--- src/rtl/ann_layer_sequencer.sv ---
// rtl/ann_layer_sequencer.sv - three-layer ANN sequencer: coefficient handshake, accumulator clear, MAC sweep, result latch.
module ann_layer_sequencer #(
  parameter int IMAGE_SIZE   = 16,
  parameter int FIRST_LAYER  = 16,
  parameter int SECOND_LAYER = 4,
  parameter int THIRD_LAYER  = 10
) (
  input  logic       clk,
  input  logic       n_rst,
  input  logic       image_weights_loaded,
  input  logic       abort,
  input  logic       coef_ack,
  output logic       request_coef,
  output logic [1:0] coef_select,
  output logic       reset_accum,
  output logic       mac_en,
  output logic [6:0] input_num,
  output logic [2:0] load_next,
  output logic       done_processing,
  output logic       busy
);

  typedef enum logic [2:0] {
    IDLE,
    LOAD_IMG,
    REQ_COEF,
    CLR_ACC,
    MAC,
    LATCH,
    DONE
  } state_t;

  state_t     state;
  logic [1:0] layer;

  // input_num is a 7-bit register, so every per-layer input count must fit 1..127
  if (IMAGE_SIZE < 1 || IMAGE_SIZE > 127 || FIRST_LAYER < 1 || FIRST_LAYER > 127 ||
      SECOND_LAYER < 1 || SECOND_LAYER > 127 || THIRD_LAYER < 1) begin : g_bad_params
    $error("ann_layer_sequencer: layer sizes out of range");
  end

  function automatic logic [6:0] layer_len(input logic [1:0] l);
    case (l)
      2'd0:    layer_len = 7'(IMAGE_SIZE);
      2'd1:    layer_len = 7'(FIRST_LAYER);
      default: layer_len = 7'(SECOND_LAYER);
    endcase
  endfunction

  // Outputs are assigned together with the state they belong to, so each one is
  // a registered Moore decode that changes on the same edge as the state.
  always_ff @(posedge clk or negedge n_rst) begin
    if (!n_rst) begin
      state           <= IDLE;
      layer           <= 2'd0;
      request_coef    <= 1'b0;
      coef_select     <= 2'd0;
      reset_accum     <= 1'b0;
      mac_en          <= 1'b0;
      input_num       <= 7'd0;
      load_next       <= 3'd0;
      done_processing <= 1'b0;
      busy            <= 1'b0;
    end else begin
      request_coef    <= 1'b0;
      reset_accum     <= 1'b0;
      mac_en          <= 1'b0;
      input_num       <= 7'd0;
      load_next       <= 3'd0;
      done_processing <= 1'b0;
      busy            <= 1'b1;
      coef_select     <= layer;
      if (abort) begin
        state       <= IDLE;
        layer       <= 2'd0;
        busy        <= 1'b0;
        coef_select <= 2'd0;
      end else begin
        case (state)
          IDLE: begin
            layer       <= 2'd0;
            coef_select <= 2'd0;
            if (image_weights_loaded) begin
              state     <= LOAD_IMG;
              load_next <= 3'd4;
            end else begin
              busy <= 1'b0;
            end
          end
          LOAD_IMG: begin
            state        <= REQ_COEF;
            request_coef <= 1'b1;
          end
          REQ_COEF: begin
            if (coef_ack) begin
              state       <= CLR_ACC;
              reset_accum <= 1'b1;
            end else begin
              request_coef <= 1'b1;
            end
          end
          CLR_ACC: begin
            state  <= MAC;
            mac_en <= 1'b1;
          end
          MAC: begin
            if (input_num == layer_len(layer) - 7'd1) begin
              state     <= LATCH;
              load_next <= {1'b0, layer} + 3'd1;
            end else begin
              input_num <= input_num + 7'd1;
              mac_en    <= 1'b1;
            end
          end
          LATCH: begin
            if (layer == 2'd2) begin
              state           <= DONE;
              done_processing <= 1'b1;
            end else begin
              layer        <= layer + 2'd1;
              coef_select  <= layer + 2'd1;
              state        <= REQ_COEF;
              request_coef <= 1'b1;
            end
          end
          DONE: begin
            state       <= IDLE;
            layer       <= 2'd0;
            busy        <= 1'b0;
            coef_select <= 2'd0;
          end
          default: begin
            state       <= IDLE;
            layer       <= 2'd0;
            busy        <= 1'b0;
            coef_select <= 2'd0;
          end
        endcase
      end
    end
  end

endmodule

--- config.mk ---
export PLATFORM = sky130hd
export DESIGN_NAME = ann_layer_sequencer
export DESIGN_NICKNAME = d
export VERILOG_FILES = /design/src/rtl/ann_layer_sequencer.sv
export SDC_FILE = /design/constraint.sdc
export NUM_CORES = 1
export LEC_CHECK = 0
export ABC_CLOCK_PERIOD_IN_PS = 3000
export BUFFER_PORTS_ARGS = -buffer_cell sky130_fd_sc_hd__buf_4
export CORE_UTILIZATION = 56
export DETAILED_ROUTE_END_ITERATION = 6
export GPL_TIMING_DRIVEN = 0
export PLACE_DENSITY = 0.82
export SLEW_MARGIN = 25
export SYNTH_ARGS = -nofsm -noshare
export SYNTH_HDL_FRONTEND = slang
export SYNTH_SLANG_ARGS = --single-unit
--- constraint.sdc ---
create_clock -name clk -period 3 [get_ports clk]
set_input_delay 0.15 -clock clk [delete_from_list [all_inputs] [get_ports clk]]
set_output_delay 0.15 -clock clk [all_outputs]
set_load 0.1 [all_outputs]
# Yosys cells after proc, flatten, opt, wreduce, memory -nomap -nowiden
# Index checks and enable logic that the tools add are counted.
[op_classes] bitwise_logic=0 n_addsub=4 order_cmp=0 shift=0 div_mod_pow=0 n_mux=35 n_reduce_logical=7 n_mul=0 eq_ne=13
[ops] cell="$mux 7" n=5
[ops] cell="$mux 3" n=8
[ops] cell="$pmux 3 s6" n=1
[ops] cell="$mux 1" n=13
[ops] cell="$ne 3x3->1 const B" n=4
[ops] cell="$add 7x1->7 const B" n=1
[ops] cell="$eq 7x7->1" n=1
[ops] cell="$sub 7x1->7 const B" n=1
[ops] cell="$eq 3x2->1 const B" n=2
[ops] cell="$eq 3x3->1 const B" n=2
[ops] cell="$pmux 3 s2" n=1
[ops] cell="$mux 5" n=1
[ops] cell="$reduce_or 5->1" n=1
[ops] cell="$mux 2" n=2
[ops] cell="$pmux 1 s2" n=2
[ops] cell="$pmux 2 s2" n=1
[ops] cell="$reduce_or 4->1" n=1
[ops] cell="$add 2x1->3 const B" n=1
[ops] cell="$eq 3x1->1 const B" n=1
[ops] cell="$logic_not 3->1" n=1
[ops] cell="$pmux 1 s3" n=1
[ops] cell="$reduce_and 3->1" n=1
[ops] cell="$add 2x1->2 const B" n=1
[ops] cell="$eq 2x1->1 const B" n=1
[ops] cell="other kinds (5)" n=5
[word_totals] romBits=0 memories=0 mem_bits_rw=0 regBits=20 latch_bits=0

# Logic depth before layout (Yosys ltp)
[logic_depth] ltp_word=10 depth_mapped=7

# Worst setup path before layout
# Ideal clock, no wire load.
[synth_path] path_kind="register -> register" start="register layer[0]" end="register input_num[0]" path_buffers=1 required_ps=2840 synth_period_minus_slack_ps=2565 arrival_time_ps=2405 path_slack_ps=435 setup_time_ps=160 stages_incl_launch_ff=8 cell_sequence="dfrtp_1 -> inv_1 -> ha_1 -> or4_4 -> a21oi_2 -> nand2b_1 -> buf_6 -> nor2_1"
[synth_between] elab_chain_len=10
[synth_lines] element="start, declared" line="34" text="logic [1:0] layer;"
[synth_lines] element="start signal, assigned" line="120" text="layer <= layer + 2'd1;"
[synth_lines] element="$eq 2x1->1 / $logic_not 2->1 (equally long branches)" line="43" text="case (l)"
[synth_lines] element="$reduce_or 2->1 (no source line) (*)"
[synth_lines] element="$mux 5 (*)" line="43"
[synth_lines] element="$mux 7 (*)" line="79" text="case (state)"
[synth_lines] element="$mux 7 (*)" line="73" text="if (abort) begin"
[synth_lines] element="$sub 7x1->7 (*)" line="107" text="if (input_num == layer_len(layer) - 7'd1) begin"
[synth_lines] element="$eq 7x7->1 (*)" line="107"
[synth_lines] element="$mux 7 (*)" line="107"
[synth_lines] element="$mux 7 (*)" line="79"
[synth_lines] element="$mux 7 (*)" line="73"
[synth_lines] element="end signal, assigned" line="111" text="input_num <= input_num + 7'd1;"
[synth_lines] element="end, declared" line="17" text="output logic [6:0] input_num,"
# Every way passes the cells marked *; elsewhere a longest branch is shown, timed or not. The select of a mux whose other input is x is not followed.
# A chain may end at the register's enable or synchronous reset.

# Worst setup path after layout
[layout_path] start="register layer[0]" end="register mac_en"
[layout_between] elab_chain_len=10
[layout_lines] element="$eq 2x1->1 / $logic_not 2->1 (equally long branches)" line="43"
[layout_lines] element="$reduce_or 2->1 (no source line) (*)"
[layout_lines] element="$mux 5 (*)" line="43"
[layout_lines] element="$mux 7 (*)" line="79"
[layout_lines] element="$mux 7 (*)" line="73"
[layout_lines] element="$sub 7x1->7 (*)" line="107"
[layout_lines] element="$eq 7x7->1 (*)" line="107"
[layout_lines] element="$mux 1 (*)" line="107"
[layout_lines] element="$pmux 1 s2 (*)" line="79"
[layout_lines] element="$mux 1 (*)" line="73"
[layout_lines] element="end signal, assigned" line="67" text="mac_en <= 1'b0;"
[layout_lines] element="end signal, assigned" line="104" text="mac_en <= 1'b1;"
[layout_lines] element="end signal, assigned" line="112" text="mac_en <= 1'b1;"
[layout_lines] element="end, declared" line="16" text="output logic mac_en,"
# Marks and branches as above.

==> flow_metrics.tcl <==
set metrics [dict create \
    status "complete, but fails checks" \
    violations "design-rule violations" \
    grt_pass1_wl_mm 3.270 \
    path_clk_slew_ns 0.10 \
    ff_latch_area_um2 500.5 \
    fin_crit_ns 1.911 \
    synth_cell_types 32 \
    yosysSeqAreaShare_pct 50.70 \
    worstMarginPinSlew_ns 0.6146 \
    synth_top_area_share_pct 50.70 \
    yosys.area.top_type "dfrtp_1" \
    clockBufferDepth 2 \
    syn_to_final_growth_pct 21.29 \
    overflow 0 \
    cts_made_buffers 3 \
    synthXorXnorAreaFrac_pct 4.436 \
    ctsHtreeMaxLevel 1 \
    num_vias 746 \
    track_usage_pct 23.75 \
    avgSynthCellArea_um2 10.50 \
    first_pass_iters 6 \
    dpl-instance-area_um2 1165 \
    arrival_ns 2.11 \
    grt-busiest-layer "met2" \
    final_common_cell "buf_4" \
    dr.first_iter.drc_count 15 \
    rows 14 \
    timing.final.ws_setup_ns 1.089 \
    drc_errors 2 \
    cts_root_buf "clkbuf_4" \
    n_fill_cell 115 \
    clk_latency_ns 0.29 \
    required_ns 3.20 \
    vias_per_cell 5.526 \
    routabilityCongestion 0.8668 \
    die_x_um 43.99 \
    slew_violations 0 \
    port_buffers 21 \
    synth_compound_area_share_pct 7.605 \
    worstHoldPathType "in -> reg" \
    postSynth.asyncResetShare_pct 100.0 \
    synth-seq-cells 20 \
    rsz0062_at_grt "no" \
    setup_viol 0 \
    routed_wl_mm 1.902 \
    postSynthNetCount 104 \
    crit_path_max_fanout 8 \
    syn_inst 94 \
    design_area_um2 1197 \
    cap_violations 0 \
    drive_gt1_share_pct 28.57 \
    place_ws_ns 1.102 \
    ant_nets 0 \
    fin_crit_sh_pct 63.69 \
    p_leak_nw 0.5905 \
    pin_count 22 \
    cp-end-kind "flop" \
    gr-usage-met2_pct 40.00 \
    use_met3_pct 3.750 \
    grt_max_degree 21 \
    critPathLaunchType "flop" \
    synth-edff-count 0 \
    irDropWorstVdd_v 0.0003628 \
    ys.flop_type "dfrtp_1" \
    cts_resized 0 \
    synth_area_um2 987.2 \
    coreArea_um2 1577 \
    timing.slew.headroom_pct 58.45 \
    cts_tree "done" \
    yosys.area_share.simple_pct 23.45 \
    post_cts_buffers 0 \
    hold_violations 0 \
    yosys.area_share.adder_pct 6.337 \
    crit_type "reg -> reg" \
    cts_sinks 20 \
    cellPowerDensity_nw_per_um2 446.9 \
    dp_hpwl_mm 1.467 \
    die-area_um2 1935 \
    nets 131 \
    layout_common_cells "buf_4, dfrtp_1, nor2_1" \
    met1_usage_pct 32.51 \
    multi_input_area_um2 422.9 \
    antenna_found_initial 0 \
    fmax_mhz 523.3 \
    wire_per_inst_um 14.09 \
    tns_ns 0 \
    first_global_vias 711 \
    muxShareOfSynthArea_pct 1.014 \
    power_uw 535.1 \
    fin_skew_ns 0.001532 \
    initial_core_util_pct 62.62 \
    synthTopCellsByArea "dfrtp_1, nor2_1, ha_1, buf_6, xnor2_1" \
    die_height_um 43.99 \
    synth_top_family_by_area "simple AND/OR/NAND/NOR gates" \
    antenna_cells 0 \
    yosysWarnings 0 \
]
## stage by stage
stage                     cells  util, %  hold slack (ns)
final                       135    75.95          0.08859
after detailed placement    131    73.89          0.03582
after floorplan              94        -          -0.1456
after global routing        135    75.95           0.1036
after global placement      131    73.89          0.03194
after CTS                   135    75.95          0.08913
## final timing paths
kind | endpoint | cells past startpoint | slack, ns | start
min | load_next[2] | 3 | 0.09 | image_weights_loaded
max | mac_en | 7 | 1.09 | layer[0]
min in group asynchronous | input_num[6] | 2 | 0.27 | n_rst
max reg2reg | mac_en | 7 | 1.09 | layer[0]
min reg2reg | input_num[0] | 1 | 0.49 | input_num[0]
max in group asynchronous | state[2] | 2 | 2.53 | n_rst
## layout make-up
cell class / instances / share of cell area, %
repair buffers: 22 / 14.00
flip-flops and latches: 20 / 41.80
well taps: 16 / 1.672
inverters: 3 / 0.9404
plain buffers: 5 / 4.389
clock buffers: 3 / 1.881
multi-input cells: 66 / 35.32
## report_power, final
group,switching [mW],internal (mW),total (mW)
logic,0.0890,0.0395,0.128
clock network,0.0758,0.0467,0.123
registers,0.00428,0.280,0.284
## timing repair
| item | in CTS | in global routing |
|---|---|---|
| setup endpoints to repair | 0 | 0 |
| hold buffers | 1 | 0 |
| hold endpoints to repair | 20 | 0 |
## metal layers
metal  vias up  share of wire, %
li1        369                 -
met1       348                43
met2        27                51
met3         2               5.2
met4         0               1.0
met5         -                 0
## Yosys cell counts (all sizes together) (3+ instances only)
| cell | instances |
|---|---|
| dfrtp | 20 |
| nor2 | 18 |
| buf | 5 |
| ha | 5 |
| nand2 | 5 |
| nand3 | 4 |
| a21oi | 3 |
| and3 | 3 |
| inv | 3 |
| nand2b | 3 |
| nor2b | 3 |
| o21ai | 3 |
| xnor2 | 3 |
## cell families after synthesis
family                     after synthesis
DFF                                     20
muxes                                    1
buffers and inverters                    8
AOI/OAI and AO/OA                       11
adders and majority gates                5
and+or+nand+nor                         44
xor gates and xnor gates                 5
## sequential cells by signal (all words and copies together), names as in the netlist
signal	flops
load_next	3
reset_accum	1
layer	2
done_processing	1
mac_en	1
busy	1
state	3
input_num	7
request_coef	1
## worst max-delay path, cell delays in order (launching register included)
cell and delay (ns):
dfrtp_1 0.42, inv_1 0.12, ha_1 0.23, or4_4 0.51, a21oi_2 0.21, nand2b_1 0.14
buf_6 0.13, o21ai_2 0.05
(Power assumes the default switching activity.)
